**config.mk**
```make
export PLATFORM = sky130hd
export DESIGN_NAME = key_event_sched_flat
export DESIGN_NICKNAME = d
export VERILOG_FILES = /design/src/rtl/kbd_pkg.sv /design/src/rtl/key_event_sched_if.sv /design/src/rtl/kev_fifo.sv /design/src/rtl/key_event_sched.sv /design/src/flat_wrapper.sv
export SDC_FILE = /design/constraint.sdc
export NUM_CORES = 1
export LEC_CHECK = 0
export CAP_MARGIN = 20
export CORE_MARGIN = 1
export CORE_UTILIZATION = 55
export DETAILED_ROUTE_END_ITERATION = 10
export PLACE_DENSITY = 0.76
export SYNTH_ARGS = -nofsm -noshare
export SYNTH_HDL_FRONTEND = slang
export SYNTH_SLANG_ARGS = --single-unit
```
**constraint.sdc**
```tcl
create_clock -name clk_sys -period 3.3 [get_ports clk_sys]
set_input_delay 0.66 -clock clk_sys [delete_from_list [all_inputs] [get_ports clk_sys]]
set_output_delay 0.66 -clock clk_sys [all_outputs]
set_load 0.1 [all_outputs]
```
**src/rtl/kbd_pkg.sv**
```systemverilog
// -----------------------------------------------------------------------------
// kbd_pkg
// Shared types and constants for the keyboard event scheduler.
//   MACRO_PAUSE / MACRO_END : special 9-bit script entries {rel, code}
//   KEY_ESC                 : scancode that aborts a running macro
//   kev_t                   : 10-bit key event (pressed, ext, code)
//   sched_state_t           : scheduler FSM state, also exported for debug
//   DEFAULT_ROM             : default script image, 64 entries x 9 bits,
//                             entry i at bits [i*9 +: 9]
// -----------------------------------------------------------------------------
package kbd_pkg;

  localparam logic [8:0] MACRO_PAUSE = 9'h000;
  localparam logic [8:0] MACRO_END   = 9'h1FF;
  localparam logic [7:0] KEY_ESC     = 8'h76;

  localparam int DEFAULT_ROM_DEPTH = 64;

  typedef struct packed {
    logic       pressed;
    logic       ext;
    logic [7:0] code;
  } kev_t;

  typedef enum logic [1:0] {
    ST_IDLE  = 2'd0,
    ST_STEP  = 2'd1,
    ST_DRAIN = 2'd2
  } sched_state_t;

  // Address 0: tap F10 (auto-load shortcut on the core).
  // Address 4: type J (LOAD keyword), shift+' twice ("" in PS/2 layout), ENTER.
  // Every unused entry is an end marker so a stray start_addr stops at once.
  function automatic logic [DEFAULT_ROM_DEPTH*9-1:0] default_rom();
    logic [DEFAULT_ROM_DEPTH*9-1:0] img;
    img = '1;
    img[0*9  +: 9] = 9'h009;
    img[1*9  +: 9] = 9'h109;
    img[2*9  +: 9] = MACRO_END;
    img[4*9  +: 9] = 9'h03B;
    img[5*9  +: 9] = 9'h13B;
    img[6*9  +: 9] = 9'h012;
    img[7*9  +: 9] = 9'h052;
    img[8*9  +: 9] = 9'h152;
    img[9*9  +: 9] = 9'h052;
    img[10*9 +: 9] = 9'h152;
    img[11*9 +: 9] = 9'h112;
    img[12*9 +: 9] = 9'h05A;
    img[13*9 +: 9] = 9'h15A;
    img[14*9 +: 9] = MACRO_END;
    return img;
  endfunction

  localparam logic [DEFAULT_ROM_DEPTH*9-1:0] DEFAULT_ROM = default_rom();

endpackage

```
**src/rtl/key_event_sched_if.sv**
```systemverilog
// -----------------------------------------------------------------------------
// key_event_sched_if
// Bundles the scheduler's event ports.
//   ps2_key_in  : live event from the HPS, [10] toggle strobe, [9] pressed,
//                 [8] extended, [7:0] scancode
//   start       : one-cycle pulse starting the macro at start_addr
//   start_addr  : first script entry
//   ps2_key_out : event towards the keyboard matrix, same format as input
//   busy        : macro running or buffered live events pending
//   overflow    : sticky, a live event was dropped
//   dbg_state   : current scheduler FSM state
// Event handshake: there is no valid/ready pair. A producer publishes a new
// event by updating bits [9:0] and inverting bit [10] in the same cycle; the
// consumer treats any change of bit [10] as exactly one event and cannot
// apply back-pressure, so at most one event can be carried per cycle.
// -----------------------------------------------------------------------------
interface key_event_sched_if
  import kbd_pkg::*;
#(
  parameter int AW = 6
);
  logic [10:0]   ps2_key_in;
  logic          start;
  logic [AW-1:0] start_addr;
  logic [10:0]   ps2_key_out;
  logic          busy;
  logic          overflow;
  sched_state_t  dbg_state;

  modport master (
    output ps2_key_in, start, start_addr,
    input  ps2_key_out, busy, overflow, dbg_state
  );

  modport slave (
    input  ps2_key_in, start, start_addr,
    output ps2_key_out, busy, overflow, dbg_state
  );
endinterface

```
**src/rtl/kev_fifo.sv**
```systemverilog
// -----------------------------------------------------------------------------
// kev_fifo
// 4-deep FIFO of kev_t events.
//   clk, rst   : clock, synchronous active-high reset
//   push       : write push_data (accepted if not full, or if popping too)
//   push_data  : event to store
//   pop        : remove the head entry (ignored when empty)
//   pop_data   : head entry, valid while not empty
//   full/empty : occupancy flags
//   count      : occupancy 0..4
// -----------------------------------------------------------------------------
module kev_fifo
  import kbd_pkg::*;
(
  input  logic       clk,
  input  logic       rst,
  input  logic       push,
  input  kev_t       push_data,
  input  logic       pop,
  output kev_t       pop_data,
  output logic       full,
  output logic       empty,
  output logic [2:0] count
);

  kev_t       mem_q [4];
  kev_t       mem_d [4];
  logic [1:0] wr_q, wr_d;
  logic [1:0] rd_q, rd_d;
  logic [2:0] cnt_q, cnt_d;
  logic       do_push;
  logic       do_pop;

  assign full     = (cnt_q == 3'd4);
  assign empty    = (cnt_q == 3'd0);
  assign count    = cnt_q;
  assign pop_data = mem_q[rd_q];

  always_comb begin
    do_pop  = pop & ~empty;
    // A pop in the same cycle frees the slot, so a full FIFO still accepts.
    do_push = push & (~full | do_pop);
    mem_d   = mem_q;
    if (do_push) mem_d[wr_q] = push_data;
    wr_d  = wr_q + 2'(do_push);
    rd_d  = rd_q + 2'(do_pop);
    cnt_d = cnt_q + 3'(do_push) - 3'(do_pop);
  end

  always_ff @(posedge clk) begin
    if (rst) begin
      wr_q  <= 2'd0;
      rd_q  <= 2'd0;
      cnt_q <= 3'd0;
    end else begin
      wr_q  <= wr_d;
      rd_q  <= rd_d;
      cnt_q <= cnt_d;
    end
  end

  // Storage needs no reset: entries are only read while counted as valid.
  always_ff @(posedge clk) begin
    mem_q <= mem_d;
  end

endmodule

```
**src/rtl/key_event_sched.sv**
```systemverilog
// -----------------------------------------------------------------------------
// key_event_sched
// Shares the keyboard's toggle-strobed event port between live PS/2 events
// and a macro player replaying a script ROM at a fixed step rate. Live events
// seen while a macro runs are buffered and forwarded after it; an ESC press
// during a macro aborts it once every macro-pressed key has been released.
//   clk_sys, reset : system clock, synchronous active-high reset
//   bus (slave)    : ps2_key_in, start, start_addr in;
//                    ps2_key_out, busy, overflow, dbg_state out
// Parameters:
//   STEP_CYCLES : clock cycles between macro steps
//   ROM_DEPTH   : script entries (power of two)
//   ROM_INIT    : script image, entry i at bits [i*9 +: 9]
// -----------------------------------------------------------------------------
module key_event_sched
  import kbd_pkg::*;
#(
  parameter int unsigned            STEP_CYCLES = 7000000,
  parameter int unsigned            ROM_DEPTH   = 64,
  parameter logic [ROM_DEPTH*9-1:0] ROM_INIT    = (ROM_DEPTH*9)'(DEFAULT_ROM)
)(
  input  logic          clk_sys,
  input  logic          reset,
  key_event_sched_if.slave bus
);

  localparam int AW = $clog2(ROM_DEPTH);
  localparam int TW = (STEP_CYCLES > 1) ? $clog2(STEP_CYCLES) : 1;
  localparam logic [TW-1:0] TERM = TW'(STEP_CYCLES - 1);

  sched_state_t  state_q, state_d;
  logic [TW-1:0] timer_q, timer_d;
  logic [AW:0]   pc_q, pc_d;
  logic [2:0]    held_q, held_d;
  logic          abort_q, abort_d;
  logic          ovf_q, ovf_d;
  logic [10:0]   out_q, out_d;
  logic          prev_tog_q, prev_tog_d;

  logic          toggle;
  kev_t          live_ev;
  logic          is_esc;
  logic [8:0]    rom_entry;
  kev_t          macro_ev;

  logic          f_push;
  logic          f_pop;
  kev_t          f_pop_data;
  logic          f_full;
  logic          f_empty;
  logic [2:0]    f_count;

  kev_fifo u_fifo (
    .clk       (clk_sys),
    .rst       (reset),
    .push      (f_push),
    .push_data (live_ev),
    .pop       (f_pop),
    .pop_data  (f_pop_data),
    .full      (f_full),
    .empty     (f_empty),
    .count     (f_count)
  );

  assign bus.ps2_key_out = out_q;
  assign bus.busy        = (state_q != ST_IDLE) || (f_count != 3'd0);
  assign bus.overflow    = ovf_q;
  assign bus.dbg_state   = state_q;

  always_comb begin
    toggle     = bus.ps2_key_in[10] ^ prev_tog_q;
    prev_tog_d = bus.ps2_key_in[10];
    live_ev    = kev_t'(bus.ps2_key_in[9:0]);
    is_esc     = live_ev.pressed & ~live_ev.ext & (live_ev.code == KEY_ESC);

    // pc == ROM_DEPTH (top bit set) reads as an end marker.
    rom_entry = pc_q[AW] ? MACRO_END : ROM_INIT[pc_q[AW-1:0]*9 +: 9];
    macro_ev.pressed = ~rom_entry[8];
    macro_ev.ext     = 1'b0;
    macro_ev.code    = rom_entry[7:0];

    state_d = state_q;
    timer_d = timer_q;
    pc_d    = pc_q;
    held_d  = held_q;
    abort_d = abort_q;
    ovf_d   = ovf_q;
    out_d   = out_q;
    f_push  = 1'b0;
    f_pop   = 1'b0;

    case (state_q)
      ST_IDLE: begin
        // Leftover buffered events go first; a new live event then queues
        // behind them so ordering is kept.
        if (!f_empty) begin
          f_pop = 1'b1;
          out_d = {~out_q[10], f_pop_data};
          if (toggle) f_push = 1'b1;
        end else if (toggle) begin
          out_d = {~out_q[10], live_ev};
        end
        if (bus.start) begin
          state_d = ST_STEP;
          pc_d    = {1'b0, bus.start_addr};
          timer_d = '0;
          held_d  = 3'd0;
          abort_d = 1'b0;
          ovf_d   = 1'b0;
        end
      end

      ST_STEP: begin
        if (toggle) begin
          if (is_esc) abort_d = 1'b1;
          else        f_push  = 1'b1;
        end
        if (timer_q == TERM) begin
          timer_d = '0;
          // Abort only once no macro key is left pressed, so the keyboard
          // never sees a stuck key.
          if (abort_q && (held_q == 3'd0)) begin
            state_d = ST_DRAIN;
          end else if (rom_entry == MACRO_END) begin
            state_d = ST_DRAIN;
          end else if (rom_entry == MACRO_PAUSE) begin
            pc_d = pc_q + (AW+1)'(1);
          end else begin
            out_d = {~out_q[10], macro_ev};
            pc_d  = pc_q + (AW+1)'(1);
            if (rom_entry[8]) begin
              if (held_q != 3'd0) held_d = held_q - 3'd1;
            end else begin
              if (held_q != 3'd7) held_d = held_q + 3'd1;
            end
          end
        end else begin
          timer_d = timer_q + TW'(1);
        end
      end

      ST_DRAIN: begin
        if (toggle) f_push = 1'b1;
        if (!f_empty) begin
          f_pop = 1'b1;
          out_d = {~out_q[10], f_pop_data};
        end else begin
          state_d = ST_IDLE;
        end
      end

      default: state_d = ST_IDLE;
    endcase

    if (f_push && f_full && !f_pop) ovf_d = 1'b1;
  end

  always_ff @(posedge clk_sys) begin
    if (reset) begin
      state_q    <= ST_IDLE;
      timer_q    <= '0;
      pc_q       <= '0;
      held_q     <= 3'd0;
      abort_q    <= 1'b0;
      ovf_q      <= 1'b0;
      out_q      <= 11'd0;
      // Track the live strobe through reset so no phantom event follows.
      prev_tog_q <= bus.ps2_key_in[10];
    end else begin
      state_q    <= state_d;
      timer_q    <= timer_d;
      pc_q       <= pc_d;
      held_q     <= held_d;
      abort_q    <= abort_d;
      ovf_q      <= ovf_d;
      out_q      <= out_d;
      prev_tog_q <= prev_tog_d;
    end
  end

endmodule
```
**src/flat_wrapper.sv**
```systemverilog
// flat-port wrapper written by rule: the top's interface ports become plain ports
module key_event_sched_flat import kbd_pkg::*;
#(
  parameter int unsigned            STEP_CYCLES = 7000000,
  parameter int unsigned            ROM_DEPTH   = 64,
  parameter logic [ROM_DEPTH*9-1:0] ROM_INIT    = (ROM_DEPTH*9)'(DEFAULT_ROM)
)
  (clk_sys, reset, bus_ps2_key_in, bus_start, bus_start_addr, bus_ps2_key_out, bus_busy, bus_overflow, bus_dbg_state);
  key_event_sched_if bus_i ();
  input  logic clk_sys;
  input  logic reset;
  input wire logic [$bits(bus_i.ps2_key_in)-1:0] bus_ps2_key_in;
  input wire logic [$bits(bus_i.start)-1:0] bus_start;
  input wire logic [$bits(bus_i.start_addr)-1:0] bus_start_addr;
  output wire logic [$bits(bus_i.ps2_key_out)-1:0] bus_ps2_key_out;
  output wire logic [$bits(bus_i.busy)-1:0] bus_busy;
  output wire logic [$bits(bus_i.overflow)-1:0] bus_overflow;
  output wire logic [$bits(bus_i.dbg_state)-1:0] bus_dbg_state;
  assign bus_i.ps2_key_in = bus_ps2_key_in;
  assign bus_i.start = bus_start;
  assign bus_i.start_addr = bus_start_addr;
  assign bus_ps2_key_out = bus_i.ps2_key_out;
  assign bus_busy = bus_i.busy;
  assign bus_overflow = bus_i.overflow;
  assign bus_dbg_state = bus_i.dbg_state;
  key_event_sched #(.STEP_CYCLES(STEP_CYCLES), .ROM_DEPTH(ROM_DEPTH), .ROM_INIT(ROM_INIT)) u_core (.clk_sys(clk_sys), .reset(reset), .bus(bus_i));
endmodule
```
==> metrics.txt <==
worst skew pair latency 380 ps; Main synth FF type dfxtp_1; actual slew at the worst max-slew pin 933 ps; via count 3446; Clock Sinks 96; synthesized instance count 419; Synth Area in Adders 0.0551; number of detailed-route iterations in the first pass 5; Rows 32; HPWL after detailed placement 7300 um; Post-synth EDFFs 40; Post-route DRC 0; Sum Neg Setup Slack 0 ps; CTS resizes 0; terminus of the critical flop-to-flop path u_core.held_q[2]; clk root buf clkbuf_8; most frequent cells in the layout nor2_1, dfxtp_1, buf_4; register share of total power 0.343; Total GRT Usage 0.255; drt wl/cell 18.1 um; synthesis-to-finish area growth 16.0%; #FFs+latches synth 96; CTS tree yes; fin crit share 0.892; RSZ-0062 raised after global routing false; achievable frequency 0.340 GHz; Final Wtd Congestion 0.839; Hold Startpoint u_core.timer_q[22]; Fin Clk Skew 12.7 ps; post-synthesis mux area share 0.0759; NumNets Final 510; Slew headroom 0.378; Hold Crit Class flop to flop; total core area 7890 um2; Int Power 0.00260 W; Post-CTS Hold Fix Bufs 0; commonest non-fill, non-tap cell in the layout nor2_1; Initial Util 0.581; post-CTS setup buffers 0; hold slack 500 ps; Finish-stage setup viols 0; number of vias per cell 5.96; worst hold path cell count 1; initial antenna violation count 0; Tot Pwr 0.00477 W; xor/xnor share of the synthesized area 0.0477; Fillers 606; DP Worst Slack -37.6 ps; post-synthesis net count 458; Routed Antenna Nets 0; outcome completed; maximum VDD drop 0.000828 V; max-slew violation count 0; Die H 93.3 um; largest net degree at the start of global routing 22; max cap viols 0; cts bufs inserted 9; FF-to-FF setup slack 450 ps; I/O Buffers 34; worst reg2reg path depth 9; Power Density 898 nW/um2; combinational group share of total power 0.495; Post-Route WL 10400 um; post-route setup slack 357 ps; Worst EP arrival 3210 ps; Antenna Cells 0; fraction of registers with async set/reset 0; layout cells sized above 1 0.158; vias in the first global route 3503; CTS Buffer Depth 2; CTS clk-pin slew, worst paths 90 ps; Net Switching 0.00218 W; CP max FO 3; Avg Inst Size Synth 10.9 um2; Hold Path End u_core.timer_q[22]; Synth Cell Area 4590 um2; die area 8710 um2; CP Capture Type flop; post-route minimum period 2940 ps; yosys warns 0; Max H-tree Level 3; WS Path Type input port to flop; worst flop-to-flop path startpoint u_core.pc_q[1]; Leak 1.93 nW; first-pass GRT wire length 17000 um; Synth Area in Compound Gates 0.121; IO Pins 35; starting DRC count in detailed routing 274; grt ovf 0; main combinational cell family by area after synthesis simple AND/OR/NAND/NOR gates; post-synth cell types 56; Die W 93.3 um; Simple-Gate Fraction of Synth Area 0.163; register area share after synthesis 0.506; CP required 3570 ps; Worst setup SP type input port; Final Hold Viols 0; part of the power in the clock network 0.162; Sw Share 0.456
==> state kept, by name (all words and copies together), names as in the netlist <==
| register | cells |
|---|---|
| u_core.u_fifo.wr_q | 2 |
| u_core.held_q | 3 |
| u_core.u_fifo.rd_q | 2 |
| u_core.bus.ps2_key_out | 11 |
| u_core.u_fifo.count | 3 |
| u_core.abort_q | 1 |
| u_core.bus.overflow | 1 |
| u_core.prev_tog_q | 1 |
| u_core.timer_q | 23 |
| u_core.u_fifo.mem_q | 40 |
| u_core.pc_q | 7 |
| u_core.bus.dbg_state | 2 |
==> critical path, cell delays in order <==
cell	delay (ps)
clkdlybuf4s50_1	520
nand4b_1	150
o41ai_1	370
buf_4	190
a211o_1	130
nand2b_1	130
ha_1	230
inv_1	60
ha_1	150
inv_1	50
fa_1	370
xnor2_1	160
nor2_1	50
==> through the flow <==
step	std cells	area (um2)	util
2_1_floorplan	419	4590	-
3_3_place_gp	562	5120	0.649
3_5_place_dp	562	5120	0.649
4_1_cts	578	5320	0.674
5_1_grt	578	5320	0.674
6_report	578	5320	0.674
==> power by group through the flow <==
stage	Sequential [W]	Combinational (W)	Clock, W
6_report	0.00164	0.00236	0.000773
5_1_grt	0.00167	0.00254	0.000825
4_1_cts	0.00164	0.00235	0.000776
3_5_place_dp	0.00167	0.00234	0
3_3_place_gp	0.00165	0.00228	0
2_1_floorplan	0.00202	0.00137	0
==> cell usage after synthesis, types with 2 or more instances <==
library cell   n  area share
a211oi_1       9       0.015
clkbuf_1      13       0.011
mux4_2        10       0.049
nand2_1       28       0.023
xnor2_1       10       0.019
and4_1         2      0.0038
nor2b_1        9       0.012
buf_2          3      0.0033
ha_1          17       0.046
a311oi_1       5      0.0095
buf_6          2      0.0049
and3_1         6      0.0082
xor2_1        15       0.029
and2_1         2      0.0027
nor3_1        10       0.011
mux2i_1       10       0.022
nand2b_1       3      0.0041
a221oi_1       3      0.0057
a222oi_1       4      0.0087
nand3_1        8      0.0087
mux2_2         2      0.0049
o22ai_1        5      0.0068
nor2_1        58       0.047
edfxtp_1      40        0.26
nand4b_1       2      0.0038
a22oi_1        7       0.011
inv_1         14       0.011
fa_1           2      0.0087
nand4_1        9       0.012
a21oi_1       16       0.017
o21ai_0        7      0.0076
nor3b_1        4      0.0065
or3_1          6      0.0082
dfxtp_1       56        0.24
==> final cells by class <==
type,instances,area (um2),share of cell area
Tap cell,102,128,0.0240
Timing Repair Buffer,60,498,0.0936
Multi-Input combinational cell,290,2120,0.399
Clock inverter,6,60.1,0.0113
Clock buffer,10,138,0.0259
Inverter,14,52.6,0.00988
Sequential cell,96,2320,0.437
==> kinds of logic after synthesis <==
family | Yosys count
and+or+nand+nor | 152
DFF | 96
AOI/OAI and AO/OA | 72
buffers and inverters | 33
xor gates and xnor gates | 25
muxes | 22
adders and majority gates | 19
==> per-layer routing <==
metal | share of wire | vias to the layer above | routed length (um) | GRT usage
met5 | 0 | - | 0 | 0
met4 | 0.017 | 0 | 182 | 0.0974
met3 | 0.063 | 18 | 662 | 0.0431
met2 | 0.49 | 131 | 5070 | 0.420
met1 | 0.43 | 1655 | 4530 | 0.338
li1 | - | 1642 | - | -
==> worst max-delay path by stage <==
stage / from / end / slack [ps] / cells past startpoint
CTS: bus_ps2_key_in[6] / u_core.u_fifo.count[2] / 340 / 13
floorplan: u_core.bus.dbg_state[0] / u_core.u_fifo.mem_q[20] / 160 / 5
detailed placement: bus_ps2_key_in[7] / u_core.u_fifo.count[2] / -40 / 13
global route: bus_ps2_key_in[7] / u_core.u_fifo.count[2] / 180 / 13
global placement: bus_ps2_key_in[7] / u_core.u_fifo.mem_q[16] / 50 / 10
finish: bus_ps2_key_in[6] / u_core.u_fifo.count[2] / 360 / 13
Note: power is estimated with default switching activity, not from simulation.
